==> config.mk <==
export PLATFORM = sky130hd
export DESIGN_NAME = gray_pair_capture
export DESIGN_NICKNAME = d
export VERILOG_FILES = /design/src/rtl/sensor_pkg.sv /design/src/rtl/sync_fifo.sv /design/src/rtl/gray_pair_capture.sv
export SDC_FILE = /design/constraint.sdc
export NUM_CORES = 1
export LEC_CHECK = 0
export CAP_MARGIN = 0
export CORE_AREA = 5 5 232 234
export CTS_CLUSTER_SIZE = 25
export DETAILED_ROUTE_END_ITERATION = 7
export DIE_AREA = 0 0 237 239
export GPL_TIMING_DRIVEN = 0
export HOLD_SLACK_MARGIN = 0.03
export PLACE_DENSITY = 0.73
export SYNTH_ARGS = -nofsm -noshare
export SYNTH_HDL_FRONTEND = slang
export SYNTH_HIERARCHICAL = 1
export SYNTH_SLANG_ARGS = --single-unit
==> constraint.sdc <==
create_clock -name HCLK -period 8.4 [get_ports HCLK]
set_input_delay 0.84 -clock HCLK [delete_from_list [all_inputs] [get_ports HCLK]]
set_output_delay 0.84 -clock HCLK [all_outputs]
set_load 0.02 [all_outputs]
==> src/rtl/sensor_pkg.sv <==
// Shared types and constants for the image sensor model and its capture stage.
// Optional build macro: LUMA_ROUND_EN (round-to-nearest luma instead of truncation).
package sensor_pkg;

   // Line-state encoding used by the upstream sensor model
   typedef enum logic [1:0] {
      ST_IDLE  = 2'd0,
      ST_VSYNC = 2'd1,
      ST_HSYNC = 2'd2,
      ST_DATA  = 2'd3
   } sensor_state_t;

   // Capture-side frame tracking state
   typedef enum logic [1:0] {
      CAP_WAIT_FRAME = 2'd0,
      CAP_CAPTURE    = 2'd1,
      CAP_FRAME_END  = 2'd2
   } cap_state_t;

   // BT.601-style integer luma weights (sum = 256) and rounding bias
   localparam logic [15:0] LUMA_COEF_R = 16'd77;
   localparam logic [15:0] LUMA_COEF_G = 16'd150;
   localparam logic [15:0] LUMA_COEF_B = 16'd29;
   localparam logic [15:0] LUMA_BIAS   = 16'd128;

   typedef struct packed {
      logic sof;
      logic eol;
      logic eof;
   } pair_tags_t;

   // One FIFO entry: tags on top, {luma1, luma0} below
   typedef struct packed {
      pair_tags_t tags;
      logic [7:0] luma1;
      logic [7:0] luma0;
   } fifo_word_t;

   localparam int FIFO_W = $bits(fifo_word_t);

   // Sum of pre-weighted channels scaled back to 8 bits; never exceeds 16 bits
   function automatic logic [7:0] luma_of(input logic [15:0] pr,
                                          input logic [15:0] pg,
                                          input logic [15:0] pb);
      logic [15:0] sum;
`ifdef LUMA_ROUND_EN
      sum = pr + pg + pb + LUMA_BIAS;
`else
      sum = pr + pg + pb;
`endif
      return 8'(sum >> 8);
   endfunction

endpackage

==> src/rtl/sync_fifo.sv <==
// Single-clock FIFO with occupancy output and combinational (fall-through) head.
// Push at full succeeds only when a pop happens in the same cycle.
module sync_fifo #(
   parameter int W     = 19,
   parameter int DEPTH = 16
) (
   input  logic                     HCLK,
   input  logic                     HRESETn,
   input  logic                     push,
   input  logic [W-1:0]             wdata,
   output logic                     push_ok,
   input  logic                     pop,
   output logic [W-1:0]             rdata,
   output logic                     empty,
   output logic [$clog2(DEPTH):0]   level
);

   localparam int AW = $clog2(DEPTH);
   localparam int LW = AW + 1;

   logic [W-1:0]  mem [DEPTH];
   logic [AW-1:0] wr_ptr;
   logic [AW-1:0] rd_ptr;
   logic [LW-1:0] count;
   logic          full;
   logic          do_pop;

   assign empty   = (count == '0);
   assign full    = (count == LW'(DEPTH));
   assign do_pop  = pop & ~empty;
   assign push_ok = push & (~full | do_pop);
   assign rdata   = mem[rd_ptr];
   assign level   = count;

   // Storage array: written on accepted push
   // NOTE: the memory has no reset -- the pointers and count define what is valid,
   // so clearing the array would only cost flops and reset fan-out.
   always_ff @(posedge HCLK) begin
      if (push_ok) mem[wr_ptr] <= wdata;
   end

   // Pointer and occupancy bookkeeping
   // NOTE: sequential state uses non-blocking (<=) so every flop samples
   // pre-edge values regardless of statement order.
   always_ff @(posedge HCLK or negedge HRESETn) begin
      if (!HRESETn) begin
         wr_ptr <= '0;
         rd_ptr <= '0;
         count  <= '0;
      end else begin
         if (push_ok) wr_ptr <= wr_ptr + 1'b1;
         if (do_pop)  rd_ptr <= rd_ptr + 1'b1;
         case ({push_ok, do_pop})
            2'b10:   count <= count + 1'b1;
            2'b01:   count <= count - 1'b1;
            default: count <= count;
         endcase
      end
   end

endmodule

==> src/rtl/gray_pair_capture.sv <==
// Captures RGB pixel pairs from the sensor, converts them to 8-bit luma, tags
// frame/line boundaries and buffers packed pairs for the frame writer.
// Optional build macro: LUMA_ROUND_EN (see sensor_pkg::luma_of).
module gray_pair_capture
   import sensor_pkg::*;
#(
   parameter int WIDTH      = 240,
   parameter int HEIGHT     = 320,
   parameter int FIFO_DEPTH = 16
) (
   input  logic                          HCLK,
   input  logic                          HRESETn,
   input  logic                          VSYNC,
   input  logic                          HSYNC,
   input  logic                          pix_valid,
   input  logic [7:0]                    DATA_R0,
   input  logic [7:0]                    DATA_G0,
   input  logic [7:0]                    DATA_B0,
   input  logic [7:0]                    DATA_R1,
   input  logic [7:0]                    DATA_G1,
   input  logic [7:0]                    DATA_B1,
   output logic                          out_valid,
   input  logic                          out_ready,
   output logic [15:0]                   out_data,
   output logic                          out_sof,
   output logic                          out_eol,
   output logic                          out_eof,
   output logic [$clog2(FIFO_DEPTH):0]   fifo_level,
   output logic                          frame_done,
   output logic                          err_ovf,
   output logic                          err_len,
   output logic                          err_short
);

   localparam int PAIRS = WIDTH / 2;
   localparam int CW    = (PAIRS > 1)  ? $clog2(PAIRS)  : 1;
   localparam int RW    = (HEIGHT > 1) ? $clog2(HEIGHT) : 1;

   cap_state_t    state;
   logic          vsync_q;
   logic [CW-1:0] col;
   logic [RW-1:0] row;

   logic          vsync_rise;
   logic          pair_in;
   logic          take;
   logic          last_col;
   logic          last_row;

   // Line strobe is informational only
   logic          unused_hsync;
   assign unused_hsync = HSYNC;

   assign vsync_rise = VSYNC & ~vsync_q;
   assign pair_in    = pix_valid & ~VSYNC;
   assign take       = pair_in & (state == CAP_CAPTURE);
   assign last_col   = (col == CW'(PAIRS - 1));
   assign last_row   = (row == RW'(HEIGHT - 1));

   // Frame tracking: state, position counters, length/short faults
   always_ff @(posedge HCLK or negedge HRESETn) begin
      if (!HRESETn) begin
         state     <= CAP_WAIT_FRAME;
         vsync_q   <= 1'b0;
         col       <= '0;
         row       <= '0;
         err_len   <= 1'b0;
         err_short <= 1'b0;
      end else begin
         vsync_q <= VSYNC;
         if (vsync_rise) begin
            if (state == CAP_CAPTURE && (row != '0 || col != '0)) err_short <= 1'b1;
            state <= CAP_CAPTURE;
            col   <= '0;
            row   <= '0;
         end else if (take) begin
            if (last_col) begin
               col <= '0;
               if (last_row) begin
                  row   <= '0;
                  state <= CAP_FRAME_END;
               end else begin
                  row <= row + 1'b1;
               end
            end else begin
               col <= col + 1'b1;
            end
         end else if (pair_in) begin
            err_len <= 1'b1;
         end
      end
   end

   // Pipeline valid bits and tags
   logic       s1_valid;
   pair_tags_t s1_tags;
   logic       s2_valid;
   pair_tags_t s2_tags;
   logic       fifo_push_ok;

   always_ff @(posedge HCLK or negedge HRESETn) begin
      if (!HRESETn) begin
         s1_valid   <= 1'b0;
         s1_tags    <= '0;
         s2_valid   <= 1'b0;
         s2_tags    <= '0;
         frame_done <= 1'b0;
         err_ovf    <= 1'b0;
      end else begin
         s1_valid     <= take;
         s1_tags.sof  <= (row == '0) && (col == '0);
         s1_tags.eol  <= last_col;
         s1_tags.eof  <= last_col && last_row;
         s2_valid     <= s1_valid;
         s2_tags      <= s1_tags;
         frame_done   <= s2_valid & s2_tags.eof;
         if (s2_valid && !fifo_push_ok) err_ovf <= 1'b1;
      end
   end

   // Datapath: weighted products at E0, luma at E1 (qualified by valid bits)
   logic [15:0] s1_p [6];
   logic [7:0]  s2_luma0;
   logic [7:0]  s2_luma1;

   always_ff @(posedge HCLK) begin
      s1_p[0]  <= 16'(DATA_R0) * LUMA_COEF_R;
      s1_p[1]  <= 16'(DATA_G0) * LUMA_COEF_G;
      s1_p[2]  <= 16'(DATA_B0) * LUMA_COEF_B;
      s1_p[3]  <= 16'(DATA_R1) * LUMA_COEF_R;
      s1_p[4]  <= 16'(DATA_G1) * LUMA_COEF_G;
      s1_p[5]  <= 16'(DATA_B1) * LUMA_COEF_B;
      s2_luma0 <= luma_of(s1_p[0], s1_p[1], s1_p[2]);
      s2_luma1 <= luma_of(s1_p[3], s1_p[4], s1_p[5]);
   end

   fifo_word_t wr_word;
   fifo_word_t head;
   fifo_word_t out_word;
   logic       fifo_empty;

   assign wr_word = '{tags: s2_tags, luma1: s2_luma1, luma0: s2_luma0};

   sync_fifo #(
      .W     (FIFO_W),
      .DEPTH (FIFO_DEPTH)
   ) u_fifo (
      .HCLK    (HCLK),
      .HRESETn (HRESETn),
      .push    (s2_valid),
      .wdata   (wr_word),
      .push_ok (fifo_push_ok),
      .pop     (out_valid & out_ready),
      .rdata   (head),
      .empty   (fifo_empty),
      .level   (fifo_level)
   );

   // Head is masked while empty so outputs read zero after reset
   assign out_valid = ~fifo_empty;
   assign out_word  = out_valid ? head : '0;
   assign out_data  = {out_word.luma1, out_word.luma0};
   assign out_sof   = out_word.tags.sof;
   assign out_eol   = out_word.tags.eol;
   assign out_eof   = out_word.tags.eof;

endmodule

## After elaboration in Yosys (flattened, before gate mapping)

Memory sizes are Yosys's and may differ from the RTL's.
Index checks and enable logic that the tools add are counted.

- Bitwise operators: 14
- Multiply operators: 6
- Equality and inequality tests: 6
- Muxes and demuxes: 15
- Reduce and logical (&&, ||, !) cells: 19
- $add $sub $neg: 10

Operators by type and width:

| operator | number |
|---|---|
| 16-bit adder | 4 |
| 8-bit by 7-bit multiplier with 15-bit output (second input constant) | 4 |
| 9-bit 2-to-1 mux | 4 |
| 8-bit by 5-bit multiplier with 13-bit output (second input constant) | 2 |
| 7-bit 2-to-1 mux | 3 |
| 19-bit 2-to-1 mux | 1 |
| 5-bit one-hot mux with 2 select lines | 1 |
| 9-bit by 1-bit adder with 9-bit output (second input constant) | 1 |
| 9-bit == test (second input constant) | 1 |
| 9-bit logical NOT | 1 |
| 9-bit nonzero test | 1 |
| 4-bit by 1-bit adder with 4-bit output (second input constant) | 2 |
| 2-bit 2-to-1 mux | 4 |
| 2-bit nonzero test | 4 |
| 7-bit by 1-bit adder with 7-bit output (second input constant) | 1 |
| 1-bit AND | 7 |
| 7-bit == test (second input constant) | 1 |
| 7-bit logical NOT | 1 |
| 7-bit nonzero test | 1 |
| 1-bit NOT | 6 |
| 3-bit AND reduction | 2 |
| 5-bit by 1-bit adder with 5-bit output (second input constant) | 1 |
| 5-bit == test (second input constant) | 1 |
| 5-bit logical NOT | 1 |
| 9 further kinds | 15 |

- Memory bits (writable): 400
- Memories kept: 2
- Output and inout bits: 29
- Word-level logic and storage cells: 93
- Flip-flop bits (word level): 60
- Input bits: 54

Memories:

| name | words | width | rd ports | clocked after Yosys merged registers in | write ports | RTL line | text |
|---|---|---|---|---|---|---|---|
| u_fifo.mem | 16 | 19 | 1 | 0 | 1 | sync_fifo.sv:21 | `logic [W-1:0] mem [DEPTH];` |
| s1_p | 6 | 16 | 6 | 0 | 6 | gray_pair_capture.sv:122 | `logic [15:0] s1_p [6];` |

## Longest topological paths before layout

Gate-level depths: netlist of the first run.

- Depth in word-level cells: 8
- Mapped depth: 14
- Mapped depth without buffers: 13

## Cells and area by module

The synthesis of the first run kept the hierarchy.

Modules (own cells, without submodules):

| module | area an instance (µm²) | cells each | times used | sequential area each (µm²) |
|---|---|---|---|---|
| sync_fifo | 12291.8 | 572 | 1 | 9454.1 |
| gray_pair_capture | 10505.1 | 1024 | 1 | 2817.7 |

## Worst setup path before layout of the first run

No wires, ideal clock.

- Path kind: input-to-reg
- Start: input DATA_B1[1]
- End: memory s1_p[5][12]
- Arrival: 3668 ps
- Path buffers: 0
- Setup time: 116 ps
- Path slack: 4616 ps
- Required time: 8284 ps
- Stages on the path: 11
- Cell sequence: inv_1 fa_1 inv_1 ha_1 fa_1 ha_1 a21oi_2 o21ai_1 or4_1 a2111o_1 o211a_1

RTL lines:

| element | RTL line | text |
|---|---|---|
| start: declaration | gray_pair_capture.sv:21 | `input logic [7:0] DATA_B1,` |
| end: declaration | gray_pair_capture.sv:122 |  |

==> results of run 1 <==
## routing by layer
layer,vias up,share of wire (%),GRT usage (%)
li1,6163,-,-
met1,6495,43,20.50
met2,290,50,27.62
met3,61,4.8,2.457
met4,0,2.1,4.250
met5,-,0,0
## synthesized netlist by cell type (5+ instances only)
| cell | n |
|---|---|
| a21o_1 | 33 |
| clkbuf_1 | 19 |
| nor2_1 | 61 |
| buf_2 | 8 |
| o21ai_0 | 27 |
| ha_1 | 238 |
| nand2_1 | 68 |
| and3_1 | 6 |
| nand3_1 | 17 |
| mux4_2 | 76 |
| nor2b_1 | 26 |
| fa_1 | 77 |
| xor2_1 | 28 |
| dfrtp_1 | 44 |
| a31o_2 | 8 |
| a21oi_1 | 44 |
| o21a_1 | 6 |
| a31oi_1 | 9 |
| nor4_1 | 5 |
| xnor2_1 | 62 |
| nor3_1 | 23 |
| o211ai_1 | 8 |
| edfxtp_1 | 304 |
| a22oi_1 | 40 |
| inv_1 | 171 |
| nand2b_1 | 12 |
| nand4_1 | 7 |
| dfxtp_1 | 102 |
## stage by stage
stage,util [%],hold slack [ns]
finish,51.08,0.1923
global route,51.08,0.1919
global placement,47.22,0.3346
floorplan,-,0.3312
detailed placement,47.96,0.3358
CTS,51.08,0.1642
## flip-flops by register name, indices dropped and copies added (netlist names), 3 cells and up
signal / flops
u_fifo/wr_ptr: 4
row: 9
s1_p: 86
s2_tags: 3
u_fifo/mem: 304
s2_luma0: 8
col: 7
u_fifo/level: 5
s2_luma1: 8
u_fifo/rd_ptr: 4
s1_tags: 3
## logic make-up (layout without fill, tap and decap cells)
family | count (synthesis) | count (layout)
adders and majority gates | 315 | 315
and+or+nand+nor | 245 | 245
AOI/OAI and AO/OA | 211 | 211
DFF | 450 | 450
muxes | 79 | 79
buffers and inverters | 206 | 396
xor gates and xnor gates | 90 | 90
## critical path: stages, from the launching register on
cell,delay [ns]
dfrtp_1,0.35
clkbuf_1,0.25
buf_2,0.33
clkbuf_1,0.57
mux4_2,0.41
a22oi_1,0.16
nand2_1,0.10
nor2b_1,0.16
clkdlybuf4s50_1,0.57
## power by group through the flow
stage	Clock [mW]	Combinational, mW	Sequential [mW]
after floorplan	0	2.75	3.12
final	2.11	3.76	3.19
after global routing	2.26	4.20	3.25
after CTS	2.16	3.81	3.20
after global placement	0	3.64	3.21
after detailed placement	0	3.77	3.24
## worst paths after layout
| kind | end | from | cells after the start | slack [ns] |
|---|---|---|---|---|
| max | out_data[0] | u_fifo/rd_ptr[1]$_DFFE_PN0N_ | 8 | 4.10 |
| min | u_fifo/rd_ptr[1]$_DFFE_PN0N_ | HRESETn | 1 | 0.19 |
| max reg2reg | u_fifo/level[4]$_DFFE_PN0P_ | u_fifo/level[1]$_DFFE_PN0P_ | 14 | 4.76 |
| min reg2reg | s2_valid$_DFF_PN0_ | s1_valid$_DFF_PN0_ | 0 | 0.35 |
| max in group asynchronous | s1_tags[1]$_DFF_PN0_ | HRESETn | 2 | 7.72 |
| min in group HCLK | s2_valid$_DFF_PN0_ | s1_valid$_DFF_PN0_ | 0 | 0.35 |
## cell type report
class                           count  area [sq um]  share of cell area (%)
Buffer                             34         152.6                  0.5767
Clock buffer                       61          1320                   4.987
Clock inverter                     27         296.5                   1.120
Inverter                          172         645.6                   2.439
Multi-Input combinational cell    940          9777                   36.94
Sequential cell                   450         12270                   46.37
Tap cell                          688         860.8                   3.252
Timing Repair Buffer              102          1142                   4.316
==> flow_summary.yaml, run 1 <==
synthesis:
  syn_nets: 1965
  yosysWarnings: 6
  seq_area_frac_synth_pct: 53.83
  async_reset_ff_share_pct: 9.778
  synth_top_family_by_area: "adder cells"
  synth_seq_cells: 450
  synth_mux_area_share_pct: 7.717
  yosys.area_share.simple_pct: 5.241
  yosys.area_share.xor_xnor_pct: 3.458
  synthFlopType: "edfxtp_1"
  synth_compound_area_share_pct: 6.427
  synth_edf_count: 304
  ys_types: 67
  synth_top_area_cell: "edfxtp_1"
  syn_area_sq_mm: 0.02280
  synthCells: 1596
  syn_avg_cell_area_sq_um: 14.28
  synthTopCellsByArea: "edfxtp_1, ha_1, dfxtp_1, mux4_2, fa_1"
  yosys.area_share.adder_pct: 19.82
  synth_top_cell_area_share_pct: 40.04
placed_design:
  place_inst: 2386
  dp_hpwl_mm: 32.26
  pre_cts_ws_ns: 3.756
  place_congestion: 0.7864
  port_buffers: 81
  dpl_cell_area_sq_mm: 0.02485
power:
  ir_drop_uv: 216.5
  switchingPower_mw: 3.183
  power_mw: 9.066
  pwr_density_cell_mw_per_mm2: 342.5
  combPwrFrac_pct: 41.5
  power.internal_mw: 5.883
  netSwitchingFraction_pct: 35.11
  p_leak_nw: 10.72
  seqPwrFrac_pct: 35.2
  clock_power_share_pct: 23.3
setup_path:
  required_ns: 7.56
  cp_max_fo: 10
  cp.arrival_ns: 3.46
  cp-start-kind: "register"
  critical_path_class: "reg -> out"
  cp-end-kind: "output port"
detailed_routing:
  vias_per_cell: 5.258
  ant_nets: 0
  routed_wl_mm: 44.03
  drtPass1Iterations: 5
  vias: 13010
  drtIter0Drc: 640
  drc: 0
  avgRoutedWirePerCell_microns: 17.80
clock_network:
  cts_htree_levels: 2
  clockBufferDepth: 3
  cts_setup_buffers: 0
  numCtsBuffers: 47
  cts_tree: "done"
  clock-root-buffer: "clkbuf_16"
  cts.repair.resized: 0
  ctsHoldBuffers: 0
  numClockSinks: 450
  clk_pin_slew_ns: 0.06
  clk_latency_ns: 0.57
layout:
  layout_common_cells: "edfxtp_1, ha_1, inv_1"
  syn_to_final_growth_pct: 16.10
  drive_above_1_share_pct: 12.26
  fillers: 4294
  final_area_sq_mm: 0.02647
  antenna_cells: 0
  final_common_cell: "edfxtp_1"
  nets: 2116
  finalNonFillerCells: 2474
grt:
  antenna_found_initial: 0
  grt_pass1_wl_mm: 71.97
  grt_start_max_net_pins: 33
  grt_overflow: 0
  grt_usage_pct: 15.73
  grt_pass1_vias: 13600
floorplan:
  die-height_microns: 239
  start_util_pct: 44.00
  die-area_sq_mm: 0.05664
  row_count: 84
  ios: 83
  core_sq_mm: 0.05181
  die_x_microns: 237
sta:
  fin_ws_ns: 4.101
  finalHoldViolations: 0
  post-route-min-period_ns: 4.299
  skew_ns: 0.02570
  fin_setup_tns_ns: 0
  final_max_slew_viol_count: 0
  post-route-period-util_pct: 51.18
  fmax_mhz: 232.6
  slew-limit-headroom_pct: 38.57
  rsz0062_at_grt: "no"
  setup_viol: 0
  worst_pin_slew_ns: 0.9181
run:
  drv_cap: 0
run_status:
  status: "completed"
worst_hold_path:
  hold_class: "in -> async"
Power figures use the tool's default switching activity.
==> run 2: changes to the inputs <==
==> constraint.sdc (replaced) <==
create_clock -name HCLK -period 4.3 [get_ports HCLK]
set_input_delay 0.43 -clock HCLK [delete_from_list [all_inputs] [get_ports HCLK]]
set_output_delay 0.43 -clock HCLK [all_outputs]
set_load 0.02 [all_outputs]
==> run 2 against run 1 <==
  * Cell area barely moved
  * Hold slack gained 0.13 ns
  * Sequential share of layout area about the same
  * Largest cell class unchanged
  * Largest power group unchanged
  * Highest routed layer unchanged
==> flow_summary.yaml, run 2 (same netlist as run 1, synthesis figures left out) <==
run_status:
  status: "completed"
sta:
  fmax_mhz: 256.8
  finalHoldViolations: 0
  post-route-period-util_pct: 90.54
  post-route-min-period_ns: 3.893
  setup_viol: 0
  final_max_slew_viol_count: 0
  fin_setup_tns_ns: 0
  rsz0062_at_grt: "no"
  skew_ns: 0.02462
  slew-limit-headroom_pct: 38.17
  worst_pin_slew_ns: 0.9241
grt:
  grt_util_met2_pct: 27.66
  use_met1_pct: 20.51
  grt_usage_pct: 15.74
  antenna_found_initial: 0
  top_usage_layer: "met2"
  grt_start_max_net_pins: 33
  grt_use_met3_pct: 2.446
  grt_pass1_vias: 13610
  grt_pass1_wl_mm: 72.02
  grt_overflow: 0
setup_path:
  cp-start-kind: "register"
  slowest_stage: "clkbuf_1"
  cp-end-kind: "output port"
  cpLargestDelayFamily: "buffers and inverters"
  cp.arrival_ns: 3.46
  required_ns: 3.87
  r2r_cells: 14
  path_common_cell: "clkbuf_1"
  cpPeakStageDelay_ns: 0.58
  cp.depth: 8
  critPathBufInv: 4
  path_cells: "clkbuf_1 -> buf_2 -> clkbuf_1 -> mux4_2 -> a22oi_1 -> nand2_1 -> nor2b_1 -> clkdlybuf4s50_1"
  critical_path_class: "reg -> out"
  cp_max_fo: 10
power:
  ir_drop_uv: 426.7
  pwr_density_cell_mw_per_mm2: 669.3
  p_leak_nw: 10.73
  seqPwrFrac_pct: 35.2
  combPwrFrac_pct: 41.5
  netSwitchingFraction_pct: 35.14
  power_mw: 17.72
  clock_power_share_pct: 23.3
  switchingPower_mw: 6.228
  power.internal_mw: 11.49
floorplan:
  ios: 83
  die-height_microns: 239
  core_sq_mm: 0.05181
  start_util_pct: 44.00
  row_count: 84
  die-area_sq_mm: 0.05664
  die_x_microns: 237
detailed_routing:
  drtIter0Drc: 632
  ant_nets: 0
  vias: 13020
  avgRoutedWirePerCell_microns: 17.81
  vias_per_cell: 5.260
  routed_wl_mm: 44.09
  drtPass1Iterations: 5
  drc: 0
clock_network:
  clk_pin_slew_ns: 0.06
  cts_htree_levels: 2
  numCtsBuffers: 47
  numClockSinks: 450
  ctsHoldBuffers: 1
  cts.repair.resized: 0
  clock-root-buffer: "clkbuf_16"
  clk_latency_ns: 0.57
  clockBufferDepth: 3
  cts_setup_buffers: 0
  cts_tree: "done"
run:
  drv_cap: 0
layout:
  antenna_cells: 0
  final_area_sq_mm: 0.02648
  drive_above_1_share_pct: 12.26
  finish.utilization_pct: 51.10
  syn_to_final_growth_pct: 16.14
  regMostFlops: "u_fifo/mem"
  largest_register_ff_count: 304
  nets: 2117
  reg.largest.list: "u_fifo/mem: 304 flops, s1_p: 86 flops, row: 9 flops"
  layout_common_cells: "edfxtp_1, ha_1, inv_1"
  finalNonFillerCells: 2475
  final_common_cell: "edfxtp_1"
placed_design:
  dp_hpwl_mm: 32.26
  port_buffers: 81
  dpl_cell_area_sq_mm: 0.02485
  place_congestion: 0.7864
  place_inst: 2386
worst_hold_path:
  hold_class: "in -> async"
## run 2: cell count changes in the layout (fill, tap and decap cells not counted), sizes merged
cell         change
dlygate4sd3      +1
## run 2: worst paths after layout
path / start / to / slack [ns]
hold reg to reg: s1_valid$_DFF_PN0_ / s2_valid$_DFF_PN0_ / 0.35
max in group asynchronous: HRESETn / s1_tags[1]$_DFF_PN0_ / 3.48
setup reg to reg: u_fifo/level[1]$_DFFE_PN0P_ / u_fifo/level[4]$_DFFE_PN0P_ / 0.64
hold / removal: HRESETn / u_fifo/rd_ptr[1]$_DFFE_PN0N_ / 0.32
min in group HCLK: s1_valid$_DFF_PN0_ / s2_valid$_DFF_PN0_ / 0.35
setup / recovery: u_fifo/rd_ptr[1]$_DFFE_PN0N_ / out_data[0] / 0.41
## run 2: cell type report
type | instances | area, sq um
buffer | 34 | 152.6
sequential | 450 | 12270
inverter | 172 | 645.6
timing repair buffer | 103 | 1152
tap | 688 | 860.8
clock inverter | 27 | 296.5
fill | 4293 | 25340
clock buffer | 61 | 1320
multi-input combinational | 940 | 9777
## run 2: stage by stage
stage / setup WS (ns) / hold WS, ns
2_1_floorplan: 0.5458 / 0.1344
3_3_place_gp: -0.7811 / 0.3346
3_5_place_dp: 0.06646 / 0.3358
4_1_cts: 0.3953 / 0.2989
5_1_grt: 0.2037 / 0.3355
6_report: 0.4066 / 0.3244
## run 2: power by group through the flow
| stage | registers (mW) | clock network, mW | logic [mW] |
|---|---|---|---|
| floorplan | 6.10 | 0 | 5.37 |
| global placement | 6.26 | 0 | 7.10 |
| detailed placement | 6.33 | 0 | 7.36 |
| CTS | 6.25 | 4.23 | 7.44 |
| global route | 6.35 | 4.42 | 8.22 |
| finish | 6.24 | 4.13 | 7.36 |
## run 2: metal layers
metal / vias to the layer above / part of all wire [%]
li1: 6162 / -
met1: 6499 / 43
met2: 300 / 50
met3: 57 / 4.8
met4: 0 / 2.0
met5: - / 0
